$ cat src/rtl/pixel_writer_pkg.sv
// Shared definitions for the pixel writer: FSM encoding, Kbus field layout
// and default screen geometry.
package pixel_writer_pkg;

    typedef enum logic [1:0] {
        ST_IDLE  = 2'd0,
        ST_CHECK = 2'd1,
        ST_WRITE = 2'd2
    } state_e;

    localparam int KBUS_W = 24;
    localparam int X_MSB  = 23;
    localparam int X_LSB  = 16;
    localparam int Y_MSB  = 15;
    localparam int Y_LSB  = 8;
    localparam int C_MSB  = 7;
    localparam int C_LSB  = 0;

    localparam int DEF_SCREEN_W = 160;
    localparam int DEF_SCREEN_H = 120;
    localparam int DEF_ADDR_W   = 15;

    function automatic logic [7:0] sat_inc8(input logic [7:0] v);
        return (v == 8'hFF) ? v : v + 8'd1;
    endfunction

endpackage

$ cat src/rtl/pixel_fifo.sv
// Small first-word-fall-through queue: dout always shows the head entry.
module pixel_fifo #(
    parameter int WIDTH = 24,
    parameter int DEPTH = 4
) (
    input  logic             clk,
    input  logic             rst_n,
    input  logic             push,
    input  logic             pop,
    input  logic [WIDTH-1:0] din,
    output logic [WIDTH-1:0] dout,
    output logic             full,
    output logic             empty
);
    localparam int PTR_W = (DEPTH > 1) ? $clog2(DEPTH) : 1;
    localparam int CNT_W = $clog2(DEPTH + 1);

    logic [WIDTH-1:0] mem_q [DEPTH];
    logic [PTR_W-1:0] wr_ptr_q, rd_ptr_q;
    logic [CNT_W-1:0] count_q;
    logic             do_push, do_pop;

    assign full    = (count_q == CNT_W'(DEPTH));
    assign empty   = (count_q == '0);
    assign do_push = push & ~full;
    assign do_pop  = pop & ~empty;
    assign dout    = mem_q[rd_ptr_q];

    always_ff @(posedge clk) begin
        if (do_push) mem_q[wr_ptr_q] <= din;
    end

    always_ff @(posedge clk or negedge rst_n) begin
        if (!rst_n) begin
            wr_ptr_q <= '0;
            rd_ptr_q <= '0;
            count_q  <= '0;
        end else begin
            if (do_push)
                wr_ptr_q <= (wr_ptr_q == PTR_W'(DEPTH - 1)) ? '0 : wr_ptr_q + PTR_W'(1);
            if (do_pop)
                rd_ptr_q <= (rd_ptr_q == PTR_W'(DEPTH - 1)) ? '0 : rd_ptr_q + PTR_W'(1);
            case ({do_push, do_pop})
                2'b10:   count_q <= count_q + CNT_W'(1);
                2'b01:   count_q <= count_q - CNT_W'(1);
                default: count_q <= count_q;
            endcase
        end
    end

endmodule

$ cat src/rtl/pixel_writer.sv
// Queues pixel commands, clips off-screen ones, and issues one framebuffer
// write per on-screen pixel with a valid/ack handshake.
module pixel_writer
    import pixel_writer_pkg::*;
#(
    parameter int SCREEN_W   = DEF_SCREEN_W,
    parameter int SCREEN_H   = DEF_SCREEN_H,
    parameter int FIFO_DEPTH = 4,
    parameter int ADDR_W     = DEF_ADDR_W
) (
    input  logic              clk,
    input  logic              rst_n,
    input  logic [KBUS_W-1:0] Kbus,
    input  logic              outEnable,
    output logic              kReady,
    output logic [ADDR_W-1:0] fbAddr,
    output logic [7:0]        fbData,
    output logic              fbWe,
    input  logic              fbAck,
    input  logic              clrStats,
    output logic [7:0]        clipCount,
    output logic              ovfFlag,
    output logic              busy
);
    localparam logic [31:0] SCR_W_U = 32'(SCREEN_W);
    localparam logic [31:0] SCR_H_U = 32'(SCREEN_H);

    state_e            state_q;
    logic [KBUS_W-1:0] stage_q;
    logic [ADDR_W-1:0] fb_addr_q, fb_addr_d;
    logic [7:0]        fb_data_q;
    logic              fb_we_q;
    logic [7:0]        clip_q;
    logic              ovf_q;

    logic [KBUS_W-1:0] fifo_dout;
    logic              fifo_full, fifo_empty, fifo_push, fifo_pop;
    logic [7:0]        pix_x, pix_y, pix_c;
    logic [31:0]       lin_addr;
    logic              in_range;

    // kReady looks only at the registered count, so a same-cycle pop never frees a slot
    assign kReady    = ~fifo_full;
    assign fifo_push = outEnable & ~fifo_full;
    assign fifo_pop  = (state_q == ST_IDLE) & ~fifo_empty;

    pixel_fifo #(.WIDTH(KBUS_W), .DEPTH(FIFO_DEPTH)) u_fifo (
        .clk  (clk),
        .rst_n(rst_n),
        .push (fifo_push),
        .pop  (fifo_pop),
        .din  (Kbus),
        .dout (fifo_dout),
        .full (fifo_full),
        .empty(fifo_empty)
    );

    assign pix_x     = stage_q[X_MSB:X_LSB];
    assign pix_y     = stage_q[Y_MSB:Y_LSB];
    assign pix_c     = stage_q[C_MSB:C_LSB];
    assign in_range  = (32'(pix_x) < SCR_W_U) && (32'(pix_y) < SCR_H_U);
    assign lin_addr  = 32'(pix_y) * SCR_W_U + 32'(pix_x);
    assign fb_addr_d = lin_addr[ADDR_W-1:0];

    always_ff @(posedge clk or negedge rst_n) begin
        if (!rst_n) begin
            state_q   <= ST_IDLE;
            stage_q   <= '0;
            fb_addr_q <= '0;
            fb_data_q <= '0;
            fb_we_q   <= 1'b0;
            clip_q    <= '0;
            ovf_q     <= 1'b0;
        end else begin
            case (state_q)
                ST_IDLE: begin
                    if (!fifo_empty) begin
                        stage_q <= fifo_dout;
                        state_q <= ST_CHECK;
                    end
                end
                ST_CHECK: begin
                    if (in_range) begin
                        fb_addr_q <= fb_addr_d;
                        fb_data_q <= pix_c;
                        fb_we_q   <= 1'b1;
                        state_q   <= ST_WRITE;
                    end else begin
                        clip_q  <= sat_inc8(clip_q);
                        state_q <= ST_IDLE;
                    end
                end
                ST_WRITE: begin
                    if (fbAck) begin
                        fb_we_q <= 1'b0;
                        state_q <= ST_IDLE;
                    end
                end
                default: state_q <= ST_IDLE;
            endcase
            if (outEnable && fifo_full) ovf_q <= 1'b1;
            // Placed last so a clear beats any increment or set in the same cycle
            if (clrStats) begin
                clip_q <= '0;
                ovf_q  <= 1'b0;
            end
        end
    end

    assign fbAddr    = fb_addr_q;
    assign fbData    = fb_data_q;
    assign fbWe      = fb_we_q;
    assign clipCount = clip_q;
    assign ovfFlag   = ovf_q;
    assign busy      = ~fifo_empty | (state_q != ST_IDLE);

endmodule

$ cat config.mk
export PLATFORM = sky130hd
export DESIGN_NAME = pixel_writer
export DESIGN_NICKNAME = d
export VERILOG_FILES = /design/src/rtl/pixel_writer_pkg.sv /design/src/rtl/pixel_fifo.sv /design/src/rtl/pixel_writer.sv
export SDC_FILE = /design/constraint.sdc
export NUM_CORES = 1
export LEC_CHECK = 0
export CORE_MARGIN = 10
export CORE_UTILIZATION = 51
export CTS_CLUSTER_DIAMETER = 100
export DETAILED_ROUTE_END_ITERATION = 10
export GPL_TIMING_DRIVEN = 0
export PLACE_DENSITY = 0.72
export SYNTH_ARGS = -nofsm -noshare
export SYNTH_HDL_FRONTEND = slang
export SYNTH_SLANG_ARGS = --single-unit
$ cat constraint.sdc
create_clock -name clk -period 2.3 [get_ports clk]
set_clock_uncertainty 0.05 [all_clocks]
set_input_delay 0.23 -clock clk [delete_from_list [all_inputs] [get_ports clk]]
set_output_delay 0.23 -clock clk [all_outputs]
set_load 0.02 [all_outputs]
== Word level (Yosys, flattened, before mapping) ==
Memories as Yosys holds them, arrays and structs flattened. A register that Yosys moved wholly into a read port is not among the register bits.
Index checks and enable logic that the tools add are counted.

* Bits in registers: 42
* Bits in latches: 0
* RAM bits: 96
* ROM bits: 0
* Input port bits: 29
* Output and inout bits: 35
* Word-level logic and storage cells: 72
* Memories: 1

{| class="wikitable"
|+ Memories
! memory !! depth !! width !! read ports !! clocked after Yosys merged registers in !! wr ports !! RTL line !! text
|-
| u_fifo.mem_q || 4 || 24 || 1 || 1 || 1 || pixel_fifo.sv:18 || <nowiki>logic [WIDTH-1:0] mem_q [DEPTH];</nowiki>
|}

* Add/sub/neg operators: 6
* Multiply operators: 1
* Divide/modulo/power cells: 0
* $lt $le $gt $ge: 2
* Equal/unequal tests: 13
* Shift operators: 0
* Multiplexer cells: 18
* Bitwise logic cells: 7
* Reductions and logical operators: 15

{| class="wikitable"
|+ Operator list
! kind !! number
|-
| two-way mux 8 bit || 4
|-
| adder 15 x 8 -> 15 bit || 1
|-
| multiplier 8 x 3 -> 10 bit, second input constant || 1
|-
| two-way mux 2 bit || 5
|-
| != test 2 bit, second input constant || 5
|-
| nonzero test 2 bit || 5
|-
| adder 8 x 1 -> 8 bit, second input constant || 1
|-
| == test 2 bit, second input constant || 4
|-
| == test 8 bit, second input constant || 1
|-
| less-than comparator 8 x 7 -> 1 bit, second input constant || 1
|-
| less-than comparator 8 bit, second input constant || 1
|-
| two-way mux 1 bit || 6
|-
| one-hot mux 2 bit (3 select lines) || 1
|-
| one-hot mux 3 bit (2 select lines) || 1
|-
| AND reduction 2 bit || 3
|-
| AND reduction 3 bit || 2
|-
| adder 2 x 1 -> 2 bit, second input constant || 2
|-
| AND 1 bit || 4
|-
| == test 2 x 1 -> 1 bit, second input constant || 2
|-
| adder 3 x 1 -> 3 bit, second input constant || 1
|-
| == test 3 bit, second input constant || 1
|-
| zero test 3 bit || 1
|-
| subtractor 3 x 1 -> 3 bit, second input constant || 1
|-
| logical AND 1 bit || 2
|-
| 5 further kinds || 6
|}

== Logic depth before layout (Yosys ltp) ==
* Word-level depth: 6
* Mapped depth: 10
* Mapped depth without buffers: 9

== Modules after synthesis ==
From an unflattened synthesis, not the netlist that was laid out.

* Cells, all modules: 399
* Area total of the unflattened synthesis: 6802.8 µm²

{| class="wikitable"
|+ Modules (own cells, without submodules)
! module !! instances !! cells each !! area an instance (µm²) !! sequential area each (µm²)
|-
| pixel_fifo || 1 || 167 || 3957.5 || 3057.9
|-
| pixel_writer || 1 || 232 || 2845.2 || 1476.4
|}

== Worst setup path before layout ==
Ideal clock, no wire load.

* Path kind: register to register
* From: register stage_q[9] (read register of u_fifo.mem_q)
* To: register fb_addr_q[13] (netlist: fbAddr[13])
* Setup time: 0.076 ns
* Arrival time: 2.293 ns
* Required time: 2.174 ns
* Setup slack: -0.119 ns
* Cell stages (with the launch flop): 10
* Buffers on the path: 0
* Clock period less this slack: 2.419 ns
* Path through: dfrtp_1 ha_1 ha_1 fa_1 a211oi_1 nor2_1 xor2_1 nand3_1 xor2_1 o21ai_1

* Cells in the longest elaborated chain, start to end: 3
* Elaborated cells on any way between the ends: 5
* Those cells by class: add/sub (1); mul (1); order compare (1); reduce/logical (2)

{| class="wikitable"
|+ RTL lines
! element !! RTL line !! text
|-
| from (decl) || pixel_writer.sv:29 || <nowiki>logic [KBUS_W-1:0] stage_q;</nowiki>
|-
| parallel branches: the longest is 3 deep, another holds adder 15 x 8 -> 15 bit || n/a ||
|-
| to (signal assigned) || pixel_writer.sv:84 || <nowiki>fb_addr_q <= fb_addr_d;</nowiki>
|-
| to (decl) || pixel_writer.sv:30 || <nowiki>logic [ADDR_W-1:0] fb_addr_q, fb_addr_d;</nowiki>
|}

Parallel ways; which one is timed is not known.
A chain may end at the register's enable or synchronous reset.

== Final worst setup path ==
* From: register stage_q[9] (read register of u_fifo.mem_q)
* To: register fb_addr_q[14] (netlist: fbAddr[14])

The elaborated chain is that of the path after synthesis.

==> key figures <==
Place
  • Port-buffer cells: 62
  • Hpwl dp: 7874 um
  • Post-Place Worst Slack: -0.2411 ns
  • Placer Congestion: 0.7521
  • Placed cell areas: 7535 um2
  • Placed Cells incl. Taps: 629

Yosys
  • Register area share after synthesis: 67.76%
  • Yosys Warn Count: 0
  • Simple logic cell fraction of the synthesized area: 5.497%
  • XOR/XNOR share of the synthesized area: 2.618%
  • Synth Area in Adders: 5.011%
  • Compound-Gate Fraction of Synth Area: 2.562%
  • Netlist Area Pre-Place: 6691 um2
  • Synth top area cells: edfxtp_1, dfrtp_1, mux4_2
  • Cell taking the most area after synthesis: edfxtp_1
  • Number of synthesized register bits: between 150 and 200
  • Post-Syn Nets: 449
  • Post-synth cell types: 39
  • Mux cell area share after synthesis: between 10 and 15%
  • Post-Syn Instances: 395
  • Synth top area share: 43.08%
  • Synth Area per Inst: 16.94 um2
  • Largest family of logic cells by synthesized area: multiplexers

Routing
  • Drt total wl: 12040 um
  • DR vias/cell: ~5.3
  • Total number of vias: 3571
  • Post-route ant nets: 0
  • Wire length per cell: roughly 18 um
  • Pre-antenna DRT Iters: 5
  • Residual DRC: 0
  • Starting DRT DRC Count: between 150 and 200

Floorplanning
  • I/O pin count: 64
  • DIE AREA: ~18000 um2
  • Horiz. Die Dim: 134.5 um
  • Row cnt: 41
  • Chip Height: 134.5 um
  • Starting Density: 52.60%
  • CORE AREA: around 13000 um2

Worst setup path
  • Crit end category: flop
  • Startpoint types: flop
  • CP arrival: 2.59 ns
  • CP Class: reg -> reg
  • WP data required: 2.54 ns
  • Maximum fanout along the worst path: 3

Status
  • Failing checks: setup timing
  • Status: complete, but fails checks

STA
  • Peak Freq: 0.4270 GHz
  • Crit path time final: around 2.3 ns
  • Hold Fails Final Rpt: 0
  • RSZ-0062 raised after global routing: yes
  • Min Hold Slack: 0.1366 ns
  • Period utilization: 101.8%
  • Fin Setup TNS: -0.09326 ns
  • Worst-Margin Slew: 0.8503 ns
  • PnR worst setup slack: -0.04195 ns
  • # setup viols final: 3
  • Relative slew slack: 43.31%
  • Final Max Tran Viols: 0

Clock network
  • CTS Buf Count: 17
  • Clock buffer depth: 2
  • Root buffer cell: clkbuf_16
  • Clk slew on worst S/H paths: 0.06 ns
  • H-tree levels: 4
  • Skew-Pair Late Insertion Delay: 0.42 ns
  • Clock tree from TritonCTS: yes
  • Clk sinks: approximately 160

Finish
  • Post-Layout Cell Count: 669
  • Antenna diodes: 0
  • Area grow syn2layout: 23.47%
  • Fillcell total: about 950
  • Finished Core Util: 64.94%
  • Finished Cell Area: 8262 um2
  • Layout cells sized above 1: 26.96%
  • Final nets: 538

Power and ir drop
  • VDD IR max: slightly above 0.0007 V
  • Design Power: 12.74 mW
  • PwrDens: 1542 nW/um2
  • Static Leakage: 3.135 nW

Flow run
  • MaxCap Viol Count: 0

Worst hold path
  • Hold Crit Class: in -> reg

GRT
  • Vias in the first global route: roughly 3.8k
  • First-pass GRT wire length: 20020 um
  • Global Route Usage Sum: 14.24%
  • Largest net degree at the start of global routing: 67
  • Initial antenna violation count: 0
  • Congestion Overflow GR: 0
==> state kept, by name (all words and copies together) (netlist names) <==
name	cells
fbWe	1
state_q	2
u_fifo.wr_ptr_q	2
clipCount	8
u_fifo.rd_ptr_q	2
fbData	8
u_fifo.count_q	3
fbAddr	15
stage_q	24
ovfFlag	1
u_fifo.mem_q	96
==> critical path: stages (launching register included) <==
cell and delay (ns):
dfrtp_1 0.42, ha_4 0.26, ha_4 0.16, fa_2 0.37, a211oi_2 0.27, nor2_1 0.09
xor2_1 0.15, buf_4 0.15, nand3_2 0.07, xnor2_1 0.15, o21ai_1 0.07
==> final timing paths <==
path	endpoint	slack, ns	depth (start not counted)	start
setup reg to reg	fbAddr[14]	-0.04	10	stage_q[9]
hold / removal	clipCount[5]	0.14	2	clrStats
min in group asynchronous	fbAddr[13]	0.40	2	rst_n
max in group asynchronous	stage_q[11]	1.19	2	rst_n
hold reg to reg	fbAddr[11]	0.42	2	fbAddr[11]
setup / recovery	fbAddr[14]	-0.04	10	stage_q[9]
==> cell usage after synthesis <==
cell type  count
a211o_1        1
a211oi_1       1
a21o_1         2
a21oi_1        3
a221oi_1       1
a31oi_1        1
a41oi_1        1
and3_1         8
and3_4         1
buf_1          1
buf_2          5
buf_4          3
clkbuf_1       4
dfrtp_1       66
edfxtp_1      96
fa_1           3
ha_1          22
inv_1         10
inv_2          1
mux2_2        39
mux2i_1        2
mux4_2        24
nand2_1       23
nand2b_1       3
nand3_1        3
nand3_2        1
nand4_1        5
nor2_1        17
nor2b_1        5
nor3_1         4
nor4b_4        1
o21ai_0       11
o21ai_1        3
o21bai_1       1
o311ai_2       1
o31ai_1        1
or2_1          1
xnor2_1        5
xor2_1        15
==> cells in the final DEF (no fill, tap or decap), types with 2 or more instances in the layout <==
cell type,n
nor2_1,16
inv_6,5
ha_1,17
clkbuf_16,17
o21ai_0,10
buf_4,12
mux2i_1,2
nand2_2,2
mux2_2,39
inv_1,10
nand2b_1,2
fa_1,2
xnor2_1,5
ha_4,4
nand2_1,21
clkinv_4,3
xor2_1,14
o21ai_1,4
a21oi_1,3
and3_1,4
nor3_1,3
dfrtp_2,2
nor2b_1,5
a21o_1,2
and3_2,4
nand3_2,2
clkbuf_1,6
clkdlybuf4s50_1,61
nand4_1,5
nand3_1,2
clkinv_2,2
dfrtp_1,64
mux4_2,24
edfxtp_1,96
buf_2,4
==> cell type report <==
type	count	area (um2)	share of cell area (%)
Buffer	12	61.31	0.7421
Clock buffer	19	432.9	5.240
Clock inverter	13	125.1	1.514
Inverter	11	43.79	0.5301
Multi-Input combinational cell	209	2158	26.12
Sequential cell	162	4537	54.91
Tap cell	172	215.2	2.605
Timing Repair Buffer	71	688.2	8.330
==> layer usage <==
metal / track usage, % / vias to the layer above / routed length, um
li1: - / 1670 / -
met4: 6.167 / 0 / 184
met5: 0 / - / 0
met1: 17.18 / 1817 / 5181
met2: 23.34 / 69 / 6055
met3: 4.154 / 15 / 615
==> repair_timing <==
item | in CTS | in global routing
hold buffers | 1 | 0
gates cloned | 0 | 0
pin swaps | 8 | 4
setup endpoints to repair | 5 | 101
buffers inserted | 7 | 2
gates resized for setup | 14 | 9
endpoints found under the hold margin | 66 | 0
==> kinds of logic after synthesis <==
logic type,count (synthesis)
flip-flops,162
AND/OR/NAND/NOR,72
multiplexers,65
AO/OA/AOI/OAI,27
adder cells (fa/ha/maj),25
buffers and inverters,24
XOR/XNOR,20
==> report_power, final <==
part / leakage [nW] / switching, mW / internal (mW)
registers: 1.68 / 0.439 / 4.02
logic: 1.18 / 2.76 / 2.85
clock network: 0.276 / 1.17 / 1.51
Power figures use the tool's default switching activity.
